[src/rtl/lcd_pkg.sv]
// Shared definitions for the character-LCD read and write controllers.
package lcd_pkg;

    typedef enum logic [2:0] {
        IDLE,
        SETUP,
        EN_HIGH,
        HOLD,
        POLL_GAP,
        DONE
    } lcd_rd_state_e;

    localparam int unsigned LCD_CLK_SETUP  = 2;
    localparam int unsigned LCD_CLK_EN     = 16;
    localparam int unsigned LCD_CLK_HOLD   = 2;
    localparam int unsigned LCD_POLL_LIMIT = 255;
    localparam int unsigned LCD_BF_BIT     = 7;

    function automatic int unsigned lcd_max3(input int unsigned a, input int unsigned b,
                                             input int unsigned c);
        int unsigned m;
        m = (a > b) ? a : b;
        return (m > c) ? m : c;
    endfunction

endpackage

[src/rtl/lcd_phase_timer.sv]
// Load-and-count phase timer: start loads a terminal count and clears the counter;
// expire is high during the cycle the counter sits at the loaded value.
module lcd_phase_timer #(
    parameter int unsigned W = 5
) (
    input  logic         clk,
    input  logic         reset_n,
    input  logic         start,
    input  logic [W-1:0] load_val,
    output logic         expire
);

    logic [W-1:0] cnt_q, cnt_d;
    logic [W-1:0] lim_q, lim_d;
    logic         run_q, run_d;

    assign expire = run_q && (cnt_q == lim_q);

    // The counter stops at the loaded value, so it can never wrap.
    always_comb begin
        cnt_d = cnt_q;
        lim_d = lim_q;
        run_d = run_q;
        if (start) begin
            cnt_d = '0;
            lim_d = load_val;
            run_d = 1'b1;
        end else if (expire) begin
            run_d = 1'b0;
        end else if (run_q) begin
            cnt_d = cnt_q + W'(1);
        end
    end

    always_ff @(posedge clk or negedge reset_n) begin
        if (!reset_n) begin
            cnt_q <= '0;
            lim_q <= '0;
            run_q <= 1'b0;
        end else begin
            cnt_q <= cnt_d;
            lim_q <= lim_d;
            run_q <= run_d;
        end
    end

endmodule

[src/rtl/lcd_read_controller.sv]
// HD44780-style single read cycle: drives RS/RW/EN, samples the data bus, returns the byte.
// Optional busy-flag polling is built when LCD_READ_POLL_EN is defined.
module lcd_read_controller
    import lcd_pkg::*;
#(
    parameter int unsigned CLK_SETUP  = LCD_CLK_SETUP,
    parameter int unsigned CLK_EN     = LCD_CLK_EN,
    parameter int unsigned CLK_HOLD   = LCD_CLK_HOLD,
    parameter int unsigned POLL_LIMIT = LCD_POLL_LIMIT
) (
    input  logic       clk,
    input  logic       reset_n,
    input  logic       rd_start,
    input  logic       rd_rs,
    input  logic [7:0] LCD_DATA_IN,
    output logic       LCD_EN,
    output logic       LCD_RW,
    output logic       LCD_RS,
    output logic       LCD_ON,
    output logic [7:0] rd_data,
    output logic       rd_busy,
    output logic       rd_done,
    output logic       rd_timeout
);

    localparam int unsigned TMAX = lcd_max3(CLK_SETUP, CLK_EN, CLK_HOLD);
    localparam int unsigned TW   = $clog2(TMAX) + 1;

    localparam logic [TW-1:0] SETUP_LD = TW'(CLK_SETUP - 1);
    localparam logic [TW-1:0] EN_LD    = TW'(CLK_EN - 1);
    // HOLD runs CLK_HOLD+1 cycles so rd_done lands at accept+SETUP+EN+HOLD+1.
    localparam logic [TW-1:0] HOLD_LD  = TW'(CLK_HOLD);
    localparam logic [TW-1:0] GAP_LD   = TW'(CLK_HOLD - 1);

    lcd_rd_state_e state_q, state_d;
    logic          en_q, en_d;
    logic          rw_q, rw_d;
    logic          rs_q, rs_d;
    logic [7:0]    data_q, data_d;
    logic          busy_q, busy_d;
    logic          done_q, done_d;

    logic          tmr_start;
    logic [TW-1:0] tmr_load;
    logic          tmr_expire;

`ifdef LCD_READ_POLL_EN
    localparam int unsigned PW = $clog2(POLL_LIMIT + 1);
    logic [PW-1:0] poll_cnt_q, poll_cnt_d;
    logic          timeout_q, timeout_d;
`endif

    lcd_phase_timer #(
        .W(TW)
    ) u_timer (
        .clk      (clk),
        .reset_n  (reset_n),
        .start    (tmr_start),
        .load_val (tmr_load),
        .expire   (tmr_expire)
    );

    always_comb begin
        state_d   = state_q;
        en_d      = en_q;
        rw_d      = rw_q;
        rs_d      = rs_q;
        data_d    = data_q;
        busy_d    = busy_q;
        done_d    = done_q;
        tmr_start = 1'b0;
        tmr_load  = '0;
`ifdef LCD_READ_POLL_EN
        poll_cnt_d = poll_cnt_q;
        timeout_d  = timeout_q;
`endif
        case (state_q)
            IDLE, DONE: begin
                if (rd_start) begin
                    state_d   = SETUP;
                    rs_d      = rd_rs;
                    rw_d      = 1'b1;
                    done_d    = 1'b0;
                    tmr_start = 1'b1;
                    tmr_load  = SETUP_LD;
`ifdef LCD_READ_POLL_EN
                    poll_cnt_d = '0;
                    timeout_d  = 1'b0;
`endif
                end
            end
            SETUP: begin
                if (tmr_expire) begin
                    state_d   = EN_HIGH;
                    en_d      = 1'b1;
                    rw_d      = 1'b1;
                    tmr_start = 1'b1;
                    tmr_load  = EN_LD;
                end
            end
            EN_HIGH: begin
                if (tmr_expire) begin
                    state_d   = HOLD;
                    en_d      = 1'b0;
                    data_d    = LCD_DATA_IN;
                    busy_d    = !rs_q && LCD_DATA_IN[LCD_BF_BIT];
                    tmr_start = 1'b1;
                    tmr_load  = HOLD_LD;
                end
            end
            HOLD: begin
                if (tmr_expire) begin
`ifdef LCD_READ_POLL_EN
                    if (busy_q && (poll_cnt_q != PW'(POLL_LIMIT - 1))) begin
                        state_d    = POLL_GAP;
                        rw_d       = 1'b0;
                        poll_cnt_d = poll_cnt_q + PW'(1);
                        tmr_start  = 1'b1;
                        tmr_load   = GAP_LD;
                    end else begin
                        state_d   = DONE;
                        rw_d      = 1'b0;
                        done_d    = 1'b1;
                        timeout_d = busy_q;
                    end
`else
                    state_d = DONE;
                    rw_d    = 1'b0;
                    done_d  = 1'b1;
`endif
                end
            end
`ifdef LCD_READ_POLL_EN
            POLL_GAP: begin
                if (tmr_expire) begin
                    state_d   = SETUP;
                    rw_d      = 1'b1;
                    tmr_start = 1'b1;
                    tmr_load  = SETUP_LD;
                end
            end
`endif
            default: state_d = IDLE;
        endcase
    end

    always_ff @(posedge clk or negedge reset_n) begin
        if (!reset_n) begin
            state_q <= IDLE;
            en_q    <= 1'b0;
            rw_q    <= 1'b0;
            rs_q    <= 1'b0;
            data_q  <= '0;
            busy_q  <= 1'b0;
            done_q  <= 1'b0;
`ifdef LCD_READ_POLL_EN
            poll_cnt_q <= '0;
            timeout_q  <= 1'b0;
`endif
        end else begin
            state_q <= state_d;
            en_q    <= en_d;
            rw_q    <= rw_d;
            rs_q    <= rs_d;
            data_q  <= data_d;
            busy_q  <= busy_d;
            done_q  <= done_d;
`ifdef LCD_READ_POLL_EN
            poll_cnt_q <= poll_cnt_d;
            timeout_q  <= timeout_d;
`endif
        end
    end

    assign LCD_EN  = en_q;
    assign LCD_RW  = rw_q;
    assign LCD_RS  = rs_q;
    assign LCD_ON  = 1'b1;
    assign rd_data = data_q;
    assign rd_busy = busy_q;
    assign rd_done = done_q;
`ifdef LCD_READ_POLL_EN
    assign rd_timeout = timeout_q;
`else
    assign rd_timeout = 1'b0;
`endif

endmodule

[config.mk]
export PLATFORM = sky130hd
export DESIGN_NAME = lcd_read_controller
export DESIGN_NICKNAME = d
export VERILOG_FILES = /design/src/rtl/lcd_pkg.sv /design/src/rtl/lcd_phase_timer.sv /design/src/rtl/lcd_read_controller.sv
export SDC_FILE = /design/constraint.sdc
export NUM_CORES = 1
export LEC_CHECK = 0
export ABC_AREA = 1
export ABC_CLOCK_PERIOD_IN_PS = 3200
export CORE_MARGIN = 4
export CORE_UTILIZATION = 45
export CTS_CLUSTER_DIAMETER = 150
export CTS_CLUSTER_SIZE = 24
export DETAILED_ROUTE_END_ITERATION = 10
export PLACE_DENSITY = 0.71
export SLEW_MARGIN = 20
export SYNTH_ARGS = -nofsm -noshare
export SYNTH_HDL_FRONTEND = slang
export SYNTH_HIERARCHICAL = 1
export SYNTH_SLANG_ARGS = --single-unit
export TNS_END_PERCENT = 50
[constraint.sdc]
create_clock -name clk -period 3.2 [get_ports clk]
set_clock_uncertainty 0.1 [all_clocks]
set_input_delay 0.48 -clock clk [delete_from_list [all_inputs] [get_ports clk]]
set_output_delay 0.48 -clock clk [all_outputs]
set_load 0.03 [all_outputs]
# Yosys cells after proc, flatten, opt, wreduce, memory -nomap -nowiden
# Index checks and enable logic that the tools add are counted.
[op_classes] eq_ne=10 n_mux=23 n_addsub=1 reduce_logical=18
[op_table] cell="$mux 5" count=3
[op_table] cell="$mux 3" count=4
[op_table] cell="$pmux 3 s4" count=1
[op_table] cell="$pmux 4 s3" count=1
[op_table] cell="$ne 2x2->1 const B" count=5
[op_table] cell="$mux 1" count=8
[op_table] cell="$reduce_and 4->1" count=2
[op_table] cell="$reduce_bool 2->1" count=4
[op_table] cell="$eq 3x2->1 const B" count=2
[op_table] cell="$pmux 1 s2" count=3
[op_table] cell="$reduce_and 2->1" count=3
[op_table] cell="$reduce_and 3->1" count=2
[op_table] cell="$add 5x1->5 const B" count=1
[op_table] cell="$eq 5x5->1" count=1
[op_table] cell="$mux 4" count=1
[op_table] cell="$reduce_or 2->1" count=2
[op_table] cell="$eq 3x1->1 const B" count=1
[op_table] cell="$eq 3x3->1 const B" count=1
[op_table] cell="$logic_not 3->1" count=1
[op_table] cell="$pmux 1 s3" count=1
[op_table] cell="$reduce_bool 3->1" count=1
[op_table] cell="$logic_and 1x1->1" count=2
[op_table] cell="$mux 2" count=1
[op_table] cell="$logic_not 1->1" count=1
[word_totals] wordCells=62 register_bits=27 output_inout_bits=15

# Longest topological paths before layout
[logic_depth] depth_word=6 ltp_mapped=14 depth_no_buf=13

# Modules after synthesis
# The synthesis kept the hierarchy.
[modules_own_cells] mod="lcd_read_controller" area_per_inst_um2=745.7 n_inst=1 seq_area_each_um2=400.4 cells_per_inst=95
[modules_own_cells] mod="lcd_phase_timer" area_per_inst_um2=629.4 n_inst=1 seq_area_each_um2=275.3 cells_per_inst=81

# Worst setup path before layout
# OpenSTA, ideal clock, no wires.
[synth_path] path_type="register to register" startpoint="reg u_timer.cnt_q[2]" endpoint="reg u_timer.cnt_q[3]" setup_ns=0.118 t_required_ns=2.982 path_stages_with_launch=14 n_path_buf=3 t_arrival_ns=1.668 setup_slack_ns=1.314 cell_sequence="dfrtp_1 > buf_6 > nand2_1 > nand2_1 > nor2_2 > nand3_4 > nor2_1 > nand2_1 > nand2_1 > buf_2 > inv_1 > buf_4 > nand4_1 > nand2_1"
[synth_between] elab_chain_len=6 elab_cells_between_ends=11 classes_between="add/sub (1); eq/ne (2); mux (5); reduce/logical (3)"
[synth_rtl] item="start, declared" line_no="lcd_phase_timer.sv:13" source="logic [W-1:0] cnt_q, cnt_d;"
[synth_rtl] item="start signal, assigned" line_no="lcd_phase_timer.sv:41" source="cnt_q <= cnt_d;"
[synth_rtl] item="$eq 5x5->1 *" line_no="lcd_phase_timer.sv:17" source="assign expire = run_q && (cnt_q == lim_q);"
[synth_rtl] item="$logic_and 1x1->1 *" line_no="lcd_phase_timer.sv:17"
[synth_rtl] item="via tmr_expire" line_no="lcd_read_controller.sv:45" source="logic tmr_expire;"
[synth_rtl] item="$mux 1 *" line_no="lcd_read_controller.sv:93, lcd_read_controller.sv:102"
[synth_rtl] item="$pmux 1 s2 *" line_no="lcd_read_controller.sv:77" source="case (state_q)"
[synth_rtl] item="via tmr_start" line_no="lcd_read_controller.sv:43" source="logic tmr_start;"
[synth_rtl] item="$ne 2x2->1 (no line) or $reduce_bool 2->1 (tied branches)"
[synth_rtl] item="$reduce_and 2->1 (no line)"
# Mark *: on every way through the listed nets, which the timed path passes. The rest lies on a longest branch. The select of a mux whose other input is x is not followed.
# A chain may end at the register's enable or synchronous reset.

# Final worst setup path
[layout_path] startpoint="reg u_timer.cnt_q[0]" endpoint="reg u_timer.cnt_q[2]"
# Same word-level chain as after synthesis.

==> results.py <==
metrics = {
    "grt": {
        "grt.overflow.total": 0,
        "grt_usage_pct": 15.1,
        "grt_pass1_wl_mm": 4.88,
        "grt_max_degree": 28,
        "antenna_found_initial": 0,
        "grt_pass1_vias": 1113,
    },
    "worst_setup_path": {
        "criticalPathCategory": "flop to flop",
        "crit_arrival_ps": 2270,
        "crit_start": "u_timer/cnt_q[0]",
        "crit_path_end": "u_timer/cnt_q[2]",
        "path_max_fanout": 12,
        "ff2ff_setup_slack_ps": 1050,
        "reg2reg_depth": 11,
        "r2r_start": "u_timer/cnt_q[0]",
        "crit_required_ps": 3320,
        "cp-start-kind": "flop",
        "worst_setup_path_end_kind": "flop",
        "r2r-end": "u_timer/cnt_q[2]",
    },
    "clocking": {
        "path_clk_slew_ps": 140,
        "cts_max_path_buffers": 2,
        "numCtsBuffers": 3,
        "postCtsSetupRepairBufs": 0,
        "hold_buffers": 0,
        "clk_latency_ps": 310,
        "cts_sinks": 27,
        "cts-resized-gates": 0,
        "cts_tree": "done",
        "clockRootBuffer": "clkbuf_4",
        "h-tree-depth": 1,
    },
    "placement": {
        "port_buffers": 24,
        "gp_congestion": 0.886,
        "dp_hpwl_mm": 2.07,
        "dp_slack_ps": 1070,
    },
    "floorplan": {
        "die-area_um2": 4000,
        "start_util_pct": 48.6,
        "io_pins": 27,
        "core_um2": 2830,
        "die_x_um": 63.3,
        "row_count": 19,
        "die_y_um": 63.3,
    },
    "run_status": {
        "outcome": "finished clean",
    },
    "timing": {
        "finalSetupViolations": 0,
        "setup_ws_ps": 1050,
        "finalCritPeriodShare_pct": 67.1,
        "timing_hold_violations_final": 0,
        "fmax_mhz": 466,
        "period_minus_slack_ps": 2150,
        "fin_setup_tns_ps": 0,
        "slew_violations": 0,
        "rsz0062_at_grt": "no",
    },
    "final_layout": {
        "multi_input_area_um2": 586,
        "final_nets": 215,
        "synthToLayoutAreaGrowth_pct": 20.3,
        "final_layout_size_suffix_gt1_share_pct": 7.96,
        "regArea_um2": 676,
        "nFillCells": 275,
        "diodes": 0,
    },
    "power_and_ir_drop": {
        "leakage_nw": 0.870,
        "power_density_nw_per_um2": 967,
        "ir_drop_v": 0.000600,
    },
    "routing": {
        "dr.pass1.iters": 4,
        "wl_mm": 2.71,
        "via_count": 1152,
        "antenna_left": 0,
        "drc": 0,
        "drt_iter0_drc": 42,
        "via_per_inst": 4.97,
        "wire_per_inst_um": 11.7,
    },
    "logic_synthesis": {
        "syn_inst": 176,
        "synth_area_leaders": "dfrtp_1, nand2_1, inv_1, nand4_1, nand3_1",
        "synth_seq_area_share_pct": 49.1,
        "synth.cell_area_um2": 1380,
        "synth_top_area_share_pct": 49.1,
        "synth_seq_cells": 27,
        "post-synth-top-area-cell": "dfrtp_1",
        "synth.distinct_cells": 22,
        "ys_warn_count": 6,
        "synth_area_per_cell_um2": 7.81,
    },
    "min_path": {
        "hold_class": "flop to flop",
    },
    "run": {
        "cap_violations": 0,
    },
}
==> worst min-delay path by stage <==
stage	startpoint	end	slack, ps	cells past startpoint
2_1_floorplan	reset_n	LCD_EN	80	0
4_1_cts	LCD_RS	rd_busy	390	1
5_1_grt	reset_n	rd_data[6]	410	2
3_5_place_dp	rd_data[5]	rd_data[5]	360	2
3_3_place_gp	rd_done	rd_done	360	2
6_report	LCD_RS	rd_busy	380	1
==> layout make-up <==
class                   count  share of cell area (%)
flip-flops and latches     27                    40.8
multi-input cells         124                    35.4
repair buffers             25                    15.0
inverters                  21                    4.77
well taps                  31                    2.34
clock buffers               3                    1.36
clock inverters             1                   0.303
==> cell usage in the layout, fill, tap and decap left out <==
master,instances
nand2_1,79
dfrtp_1,27
clkdlybuf4s50_1,24
inv_1,19
nand3_1,10
nand4_1,9
o21ai_0,5
nor2_1,4
nand3_2,3
nor2_2,3
conb_1,3
clkbuf_4,3
inv_2,2
nor2_4,1
o21ai_1,1
clkinv_2,1
buf_4,1
xnor2_1,1
nand3_4,1
nand2_4,1
xor2_1,1
o21bai_1,1
ha_1,1
==> cells in the mapped netlist <==
cell,count
nand3_4,1
ha_1,1
xnor2_1,1
inv_1,19
conb_1,2
buf_6,1
nor2_1,4
nand3_1,10
xor2_1,1
nand3_2,3
o21ai_0,5
nand4_1,9
nand2_4,1
nand2_1,79
dfrtp_1,27
nor2_4,1
nor2_2,3
o21ai_1,1
inv_2,2
buf_2,1
buf_4,3
o21bai_1,1
==> critical path: stages, from the launching register on <==
cell and delay, ps:
dfrtp_1 470, inv_1 80, nand2_1 60, nand2_1 60, nor2_2 150, nand3_4 130
nor2_1 200, nand2_1 120, nand2_1 230, inv_1 230, nand4_1 160, nand2_1 60
==> layer usage <==
layer / wire [um] / part of all wire (%) / track usage [%] / vias up
li1: - / - / - / 595
met1: 1190 / 44 / 19.0 / 528
met2: 1410 / 52 / 26.0 / 27
met3: 83 / 3.1 / 1.78 / 2
met4: 25 / 0.92 / 6.47 / 0
met5: 0 / 0 / 0 / -
==> registers in the layout, summed over array words and instances (netlist names) <==
register,flops
state_q,3
LCD_EN,1
u_timer/run_q,1
u_timer/lim_q,5
rd_data,8
LCD_RW,1
u_timer/cnt_q,5
LCD_RS,1
rd_done,1
rd_busy,1
==> kinds of logic after synthesis <==
group | share of synthesized area, %
AO/OA/AOI/OAI | 2.73
XOR/XNOR | 1.27
adder cells (fa/ha/maj) | 0.910
buffers and inverters | 8.55
flip-flops | 49.1
other | 0.546
AND/OR/NAND/NOR | 36.9
==> report_power, final <==
group,internal (mW),switching (mW),leakage (nW)
sequential,0.474,0.107,0.331
clock,0.0467,0.0972,0.0177
combinational,0.319,0.556,0.521
==> per-stage QoR <==
step | instances | power [mW] | hold WS [ps] | instance area, um^2 | util (%)
6_report | 232 | 1.60 | 385 | 1650 | 58.5
5_1_grt | 232 | 1.75 | 414 | 1650 | 58.5
4_1_cts | 232 | 1.62 | 390 | 1650 | 58.5
3_5_place_dp | 228 | 1.47 | 362 | 1630 | 57.5
3_3_place_gp | 228 | 1.45 | 355 | 1630 | 57.5
2_1_floorplan | 177 | 1.22 | 84.4 | 1380 | -
Power figures use the tool's default switching activity.
